**src/rtl/mips_register_file_if.sv**
```systemverilog
// Register-file access bus between the decode/writeback stages and the
// register file.
//
// Signals:
//   read_reg_1, read_reg_2  source register indices (bit 0 = MSB)
//   write_reg               destination register index (bit 0 = MSB)
//   write_data              value to commit (bit 0 = MSB)
//   reg_write               commit enable, sampled on the rising clock edge
//   rd1, rd2                combinational read data for the two source ports
//
// Protocol: there is no valid/ready handshake. The reads are always
// available, with zero latency. A write is a one-cycle request: when
// reg_write is high at a rising edge, write_data is committed to write_reg
// on that edge. No acknowledge is returned.
//
// Modports: master = datapath side; slave = register file.

interface mips_register_file_if #(
  parameter int DATA_W = 32,
  parameter int ADDR_W = 5
);
  logic [0:ADDR_W-1] read_reg_1;
  logic [0:ADDR_W-1] read_reg_2;
  logic [0:ADDR_W-1] write_reg;
  logic [0:DATA_W-1] write_data;
  logic              reg_write;
  logic [0:DATA_W-1] rd1;
  logic [0:DATA_W-1] rd2;

  modport master (
    output read_reg_1, read_reg_2, write_reg, write_data, reg_write,
    input  rd1, rd2
  );

  modport slave (
    input  read_reg_1, read_reg_2, write_reg, write_data, reg_write,
    output rd1, rd2
  );
endinterface

```
**src/rtl/mips_register_file.sv**
```systemverilog
// 2-read / 1-write general-purpose register file for the CPU datapath.
// The decode stage reads two operands combinationally. The writeback stage
// commits one result per clock.
//
// Parameters:
//   DATA_W    register / data port width
//   ADDR_W    index width, depth = 2**ADDR_W
//   ZERO_REG  1: register 0 reads as zero and drops writes
//             0: register 0 is an ordinary register
//
// Ports:
//   clk   rising-edge clock for writes
//   rst   asynchronous active-low reset; clears every register
//   bus   mips_register_file_if.slave (read indices, write request, rd1/rd2)
//
// Reads are not bypassed. Reading the register being written in the same
// cycle returns the old contents. The new value becomes visible right after
// the commit edge.

module mips_register_file #(
  parameter int DATA_W   = 32,
  parameter int ADDR_W   = 5,
  parameter int ZERO_REG = 1
) (
  input  logic                  clk,
  input  logic                  rst,
  mips_register_file_if.slave   bus
);

  localparam int DEPTH = 1 << ADDR_W;

  logic [DATA_W-1:0] regs [DEPTH];

  logic write_hits_zero;
  logic do_write;

  // With ZERO_REG set, a write to index 0 is dropped here, so register 0
  // holds its reset value of zero.
  assign write_hits_zero = (ZERO_REG != 0) && (bus.write_reg == '0);
  assign do_write        = bus.reg_write && !write_hits_zero;

  // Reset clears every location, so no read ever returns X. It also holds
  // off writes for as long as rst stays low.
  always_ff @(posedge clk or negedge rst) begin
    if (!rst) begin
      for (int i = 0; i < DEPTH; i++) begin
        regs[i] <= '0;
      end
    end else if (do_write) begin
      regs[bus.write_reg] <= bus.write_data;
    end
  end

  // Register 0 is also forced to zero on the read side. The result then
  // does not depend on how the storage for index 0 is built.
  assign bus.rd1 = ((ZERO_REG != 0) && (bus.read_reg_1 == '0)) ? '0 : regs[bus.read_reg_1];
  assign bus.rd2 = ((ZERO_REG != 0) && (bus.read_reg_2 == '0)) ? '0 : regs[bus.read_reg_2];

endmodule

```
**src/flat_wrapper.sv**
```systemverilog
// flat-port wrapper written by rule: the top's interface ports become plain ports
module mips_register_file_flat 
#(
  parameter int DATA_W   = 32,
  parameter int ADDR_W   = 5,
  parameter int ZERO_REG = 1
)
  (clk, rst, bus_read_reg_1, bus_read_reg_2, bus_write_reg, bus_write_data, bus_reg_write, bus_rd1, bus_rd2);
  mips_register_file_if #(.DATA_W(DATA_W), .ADDR_W(ADDR_W)) bus_i ();
  input  logic clk;
  input  logic rst;
  input wire logic [$bits(bus_i.read_reg_1)-1:0] bus_read_reg_1;
  input wire logic [$bits(bus_i.read_reg_2)-1:0] bus_read_reg_2;
  input wire logic [$bits(bus_i.write_reg)-1:0] bus_write_reg;
  input wire logic [$bits(bus_i.write_data)-1:0] bus_write_data;
  input wire logic [$bits(bus_i.reg_write)-1:0] bus_reg_write;
  output wire logic [$bits(bus_i.rd1)-1:0] bus_rd1;
  output wire logic [$bits(bus_i.rd2)-1:0] bus_rd2;
  assign bus_i.read_reg_1 = bus_read_reg_1;
  assign bus_i.read_reg_2 = bus_read_reg_2;
  assign bus_i.write_reg = bus_write_reg;
  assign bus_i.write_data = bus_write_data;
  assign bus_i.reg_write = bus_reg_write;
  assign bus_rd1 = bus_i.rd1;
  assign bus_rd2 = bus_i.rd2;
  mips_register_file #(.DATA_W(DATA_W), .ADDR_W(ADDR_W), .ZERO_REG(ZERO_REG)) u_core (.clk(clk), .rst(rst), .bus(bus_i));
endmodule
```
**config.mk**
```make
export PLATFORM = sky130hd
export DESIGN_NAME = mips_register_file_flat
export DESIGN_NICKNAME = d
export VERILOG_FILES = /design/src/rtl/mips_register_file_if.sv /design/src/rtl/mips_register_file.sv /design/src/flat_wrapper.sv
export SDC_FILE = /design/constraint.sdc
export NUM_CORES = 2
export LEC_CHECK = 0
export CAP_MARGIN = 20
export CORE_MARGIN = 5
export CORE_UTILIZATION = 29
export CTS_CLUSTER_DIAMETER = 50
export CTS_CLUSTER_SIZE = 16
export DETAILED_ROUTE_END_ITERATION = 8
export GPL_ROUTABILITY_DRIVEN = 0
export PLACE_DENSITY = 0.46
export SLEW_MARGIN = 0
export SYNTH_ARGS = -nofsm -noshare
export SYNTH_HDL_FRONTEND = slang
export SYNTH_SLANG_ARGS = --single-unit
```
**constraint.sdc**
```tcl
create_clock -name clk -period 2.1 [get_ports clk]
set_input_delay 0.21 -clock clk [delete_from_list [all_inputs] [get_ports clk]]
set_output_delay 0.21 -clock clk [all_outputs]
set_load 0.01 [all_outputs]
```
# After elaboration in Yosys (flattened, before gate mapping)

Cells that the tools add are included.

Bits in registers: 1024
Output and inout bits: 64
Word-level logic and storage cells: 56

Order comparisons: 4
Muxes and demuxes: 11
Bitwise gates (word level): 3
Reduce and logical (&&, ||, !) cells: 6

Operators with widths:

| kind               | count |
|---|---|
| $bwmux 1024        | 1 |
| $bmux 32 s5        | 2 |
| $mux 32            | 7 |
| $demux 32 s5       | 1 |
| $ge 6x6->1 const B | 3 |
| $not 5->6          | 3 |
| $logic_not 5->1    | 3 |
| $lt 6x1->1 const B | 1 |
| $logic_and 1x1->1  | 2 |
| $logic_not 1->1    | 1 |

# Depth between registers and ports, before layout

Depth after elaboration: 6
Gate-level depth with buffers: 7
Gate-level depth less buffers: 4

# Least setup slack after synthesis

OpenSTA, ideal clock, no wires.

Path kind: input port to output port
From: in bus_read_reg_2[0]
To: out bus_rd2[11]
Arrival: 1.567 ns
Setup slack: 0.323 ns
Stages on the path: 7
Path through: buf_4 > buf_8 > and2b_4 > buf_6 > a221oi_1 > o21ai_0 > a311oi_1

Cells in the longest elaborated chain, start to end: 5
Elaborated cells on any way between the ends: 6
Classes of those cells: mux (4); bitwise (1); reduce/logical (1)

Ends and longest elaborated chain:

| element                                    | line                     | RTL |
|---|---|---|
| start: declaration                         | flat_wrapper.sv:13       | `input wire logic [$bits(bus_i.read_reg_2)-1:0] bus_read_reg_2;` |
| $not 5->6 (not written as such)            | mips_register_file.sv:57 | `assign bus.rd2 = ((ZERO_REG != 0) && (bus.read_reg_2 == '0)) ? '0 : regs[bus.read_reg_2];` |
| $bmux 32 s5                                | mips_register_file.sv:57 |  |
| $mux 32 (not written as such) (2 in a row) | mips_register_file.sv:57 |  |
| $mux 32 *                                  | mips_register_file.sv:57 |  |
| end: declaration                           | flat_wrapper.sv:18       | `output wire logic [$bits(bus_i.rd2)-1:0] bus_rd2;` |

Mark *: on every way between the ends. The rest lies on a longest branch, timed or not. The select of a mux whose other input is x is not followed.

# Worst setup path in the final report

From: reg u_core.regs[654] (netlist bit)
To: out bus_rd2[14]

Cells in the longest elaborated chain, start to end: 4

Ends and longest elaborated chain:

| element                                    | line                     | RTL |
|---|---|---|
| start: declaration                         | mips_register_file.sv:32 | `logic [DATA_W-1:0] regs [DEPTH];` |
| start signal: indexed assignment           | mips_register_file.sv:50 | `regs[bus.write_reg] <= bus.write_data;` |
| $bmux 32 s5                                | mips_register_file.sv:57 |  |
| $mux 32 (not written as such) (2 in a row) | mips_register_file.sv:57 |  |
| $mux 32                                    | mips_register_file.sv:57 |  |

Every way passes these cells. The select of a mux whose other input is x is not followed.

==> results.cfg <==
[synthesis]
syn_area_sq_um = 55000
synth.area.top_cells = dfrtp_1 (47%), mux2_2 (21%), mux4_2 (18%)
synth-edff-count = 0
synth_top_area_share = 0.466
synth_flop_cell = dfrtp_1
yosys.cell_count.top_type = dfrtp_1
synth.yosys.warnings = 0
synth_commonest_cells = dfrtp_1 (1024), mux2_2 (1009), mux4_2 (448)
synth_seq_cells = 1024
avgSynthCellArea_sq_um = 15.2
synth_cell_types = 39
syn_nets = 3663
synthArstFlopShare = 1.00
netlist_instances = 3613
synth_area_leader_cell = dfrtp_1
seq_area_frac_synth = 0.466

[critical_path]
worstRegToRegCells = 3
slowest_delay_ns = 0.44
end_kind = output pin
crit_buf_inv = 3
crit_family = multiplexers
r2r_start = u_core.regs[521]$_DFFE_PN0P_
crit_fanout = 2
crit_required_ns = 1.89
regToRegSetupSlack_ns = 1.10
crit_arrival_ns = 2.58
path_class = flop to output pin
crit_path_cell_trace = buf_4 > mux4_2 > mux2_4 > o21ai_4 > a311oi_2 > buf_4 > buf_6
rr_endpoint = u_core.regs[521]$_DFFE_PN0P_
cpMaxStageDelayCell = mux4_2
start_kind = flop
cp_common_cell = buf_4

[sta]
slew_viol_final = 0
finalSetupViolCount = 64
rsz0062_at_grt = yes
relSlewSlack = 0.405
fin_hold_ws_ns = 0.0793
finalHoldViolations = 0
period_share = 1.33
worstMarginPinSlew_ns = 0.886
fmax_ghz = 0.358
worst_slack_ns = -0.694
min_period_ns = 2.79
skew_ns = 0

[final_layout]
fillCellCount = 17785
stdcell_area_sq_um = 71500
area_delta_synth_final_pct = 30.0
regMostFlops = u_core.regs
drive_gt1_frac = 0.653
reg_top3 = u_core.regs: 1024 flops
final_nets = 4179
largest_reg_flops = 1024

[die]
pin_count = 114
initial_core_util = 0.292
die_area_sq_um = 198000
die_x_microns = 445
num_rows = 159
die_h_microns = 445
core_area_sq_um = 188000

[clock_tree]
cts_tree = built
clkSinkCount = 1024
cts_made_buffers = 148
clk_pin_slew_worst_paths_ns = 0.06
cts_max_path_buffers = 3
clk_latency_ns = 0.77
cts_root_buffer = clkbuf_16
htree_levels = 4

[detailed_routing]
firstDrtPassIters = 5
wl_microns = 210000
detail-route-antenna-nets = 0
routedWlPerCell_microns = 31.1
post-route-drc-count = 0
vias = 36533
drt_iter0_markers = 2076
viasPerCell = 5.41

[flow_run]
cap_violations = 0

[pwr]
p_leak_nw = 30.6
p_per_area_nw_per_um2 = 936
ir_worst_vdd_v = 0.000864

[grt]
grt_usage = 0.211
grt_overflow = 0
antenna_found_initial = 1
grt_max_degree = 65
grt_pass1_vias = 39004
grt_pass1_wl_microns = 302000

[status]
status = complete, but fails checks
violations = negative setup slack

[placement]
io_buffers = 113
place_hpwl_microns = 142000
placedInstanceArea_sq_um = 64500

[worst_hold_path]
hold_class = input pin to async pin
## worst max path at each step
| stage | startpoint | to | cells after the start |
|---|---|---|---|
| finish | u_core.regs[654]$_DFFE_PN0P_ | bus_rd2[14] | 7 |
| detailed placement | bus_read_reg_1[2] | bus_rd1[30] | 9 |
| global route | u_core.regs[654]$_DFFE_PN0P_ | bus_rd2[14] | 7 |
| floorplan | bus_read_reg_2[0] | bus_rd2[11] | 7 |
| CTS | u_core.regs[900]$_DFFE_PN0P_ | bus_rd2[4] | 7 |
| global placement | bus_read_reg_1[2] | bus_rd1[30] | 9 |
## through the flow
stage	TNS [ns]	cells	total power (W)	utilization	setup slack (ns)
final	-32.67	6748	0.0670	0.380	-0.694
after global routing	-37.66	6745	0.0698	0.380	-0.759
after CTS	-37.54	6746	0.0672	0.377	-0.752
after detailed placement	-223.22	6482	0.0401	0.343	-1.54
after global placement	-221.07	6481	0.0398	0.342	-1.53
after floorplan	0	3613	0.0343	-	0.323
## final cells by class
type	instances	area (sq um)	share of cell area
clock buffers	192	4100	0.0573
inverters	2	12.5	0.000175
well taps	2495	3120	0.0437
clock inverters	79	1010	0.0141
diodes	3	7.51	0.000105
multi-input cells	2162	29200	0.408
flip-flops and latches	1024	25600	0.358
repair buffers	791	8460	0.118
## layout by cell type (no fill, tap or decap), types with 12 or more instances in the layout
cell / netlist / layout
a211oi_2: 0 / 52
a221oi_1: 48 / 12
a221oi_2: 0 / 35
a22oi_1: 64 / 37
a22oi_2: 0 / 27
a311oi_1: 64 / 12
a311oi_2: 0 / 26
a311oi_4: 0 / 26
buf_12: 1 / 189
buf_2: 111 / 48
buf_4: 62 / 471
buf_6: 73 / 36
bufinv_16: 0 / 18
clkbuf_1: 174 / 27
clkbuf_16: 0 / 153
clkbuf_8: 0 / 12
clkdlybuf4s50_1: 0 / 38
clkinv_2: 0 / 24
dfrtp_1: 1024 / 1024
inv_6: 0 / 13
mux2_1: 47 / 47
mux2_2: 1009 / 964
mux2_4: 0 / 45
mux2i_1: 128 / 121
mux4_2: 448 / 448
nand2_1: 48 / 33
nand2_4: 0 / 13
nor2_4: 0 / 18
nor2b_1: 66 / 52
nor2b_4: 1 / 14
o21ai_1: 81 / 34
o21ai_2: 0 / 52
o21ai_4: 0 / 23
## report_power, final
| part | leakage [nW] | switching (W) | total, W | internal [W] |
|---|---|---|---|---|
| combinational | 15.0 | 0.00585 | 0.0147 | 0.00884 |
| clock | 2.49 | 0.00996 | 0.0260 | 0.0161 |
| sequential | 13.1 | 0.00271 | 0.0262 | 0.0235 |
## cells by family (layout without fill, tap and decap cells)
kind of cell / after synthesis / in the layout / share of synthesized area
flip-flops: 1024 / 1024 / 0.466
multiplexers: 1632 / 1632 / 0.423
AO/OA/AOI/OAI: 368 / 368 / 0.0481
other: 0 / 3 / 0
buffers and inverters: 427 / 1064 / 0.0466
AND/OR/NAND/NOR: 162 / 162 / 0.0162
## metal layers
| layer | global-route usage | part of all wire | wire (microns) | vias to the layer above |
|---|---|---|---|---|
| met4 | 0.0604 | 0.029 | 6130 | 0 |
| li1 | - | - | - | 15173 |
| met3 | 0.0277 | 0.035 | 7310 | 306 |
| met1 | 0.283 | 0.44 | 92500 | 20230 |
| met2 | 0.358 | 0.49 | 104000 | 824 |
| met5 | 0 | 0 | 0 | - |
## timing repair
action | 4_1_cts | 5_1_grt
hold endpoints to repair | 675 | 0
gates resized for setup | 612 | 97
pin swaps | 100 | 64
setup buffers | 30 | 10
hold buffers | 2 | 0
endpoints found under the setup margin | 64 | 64
(Power assumes the default switching activity.)
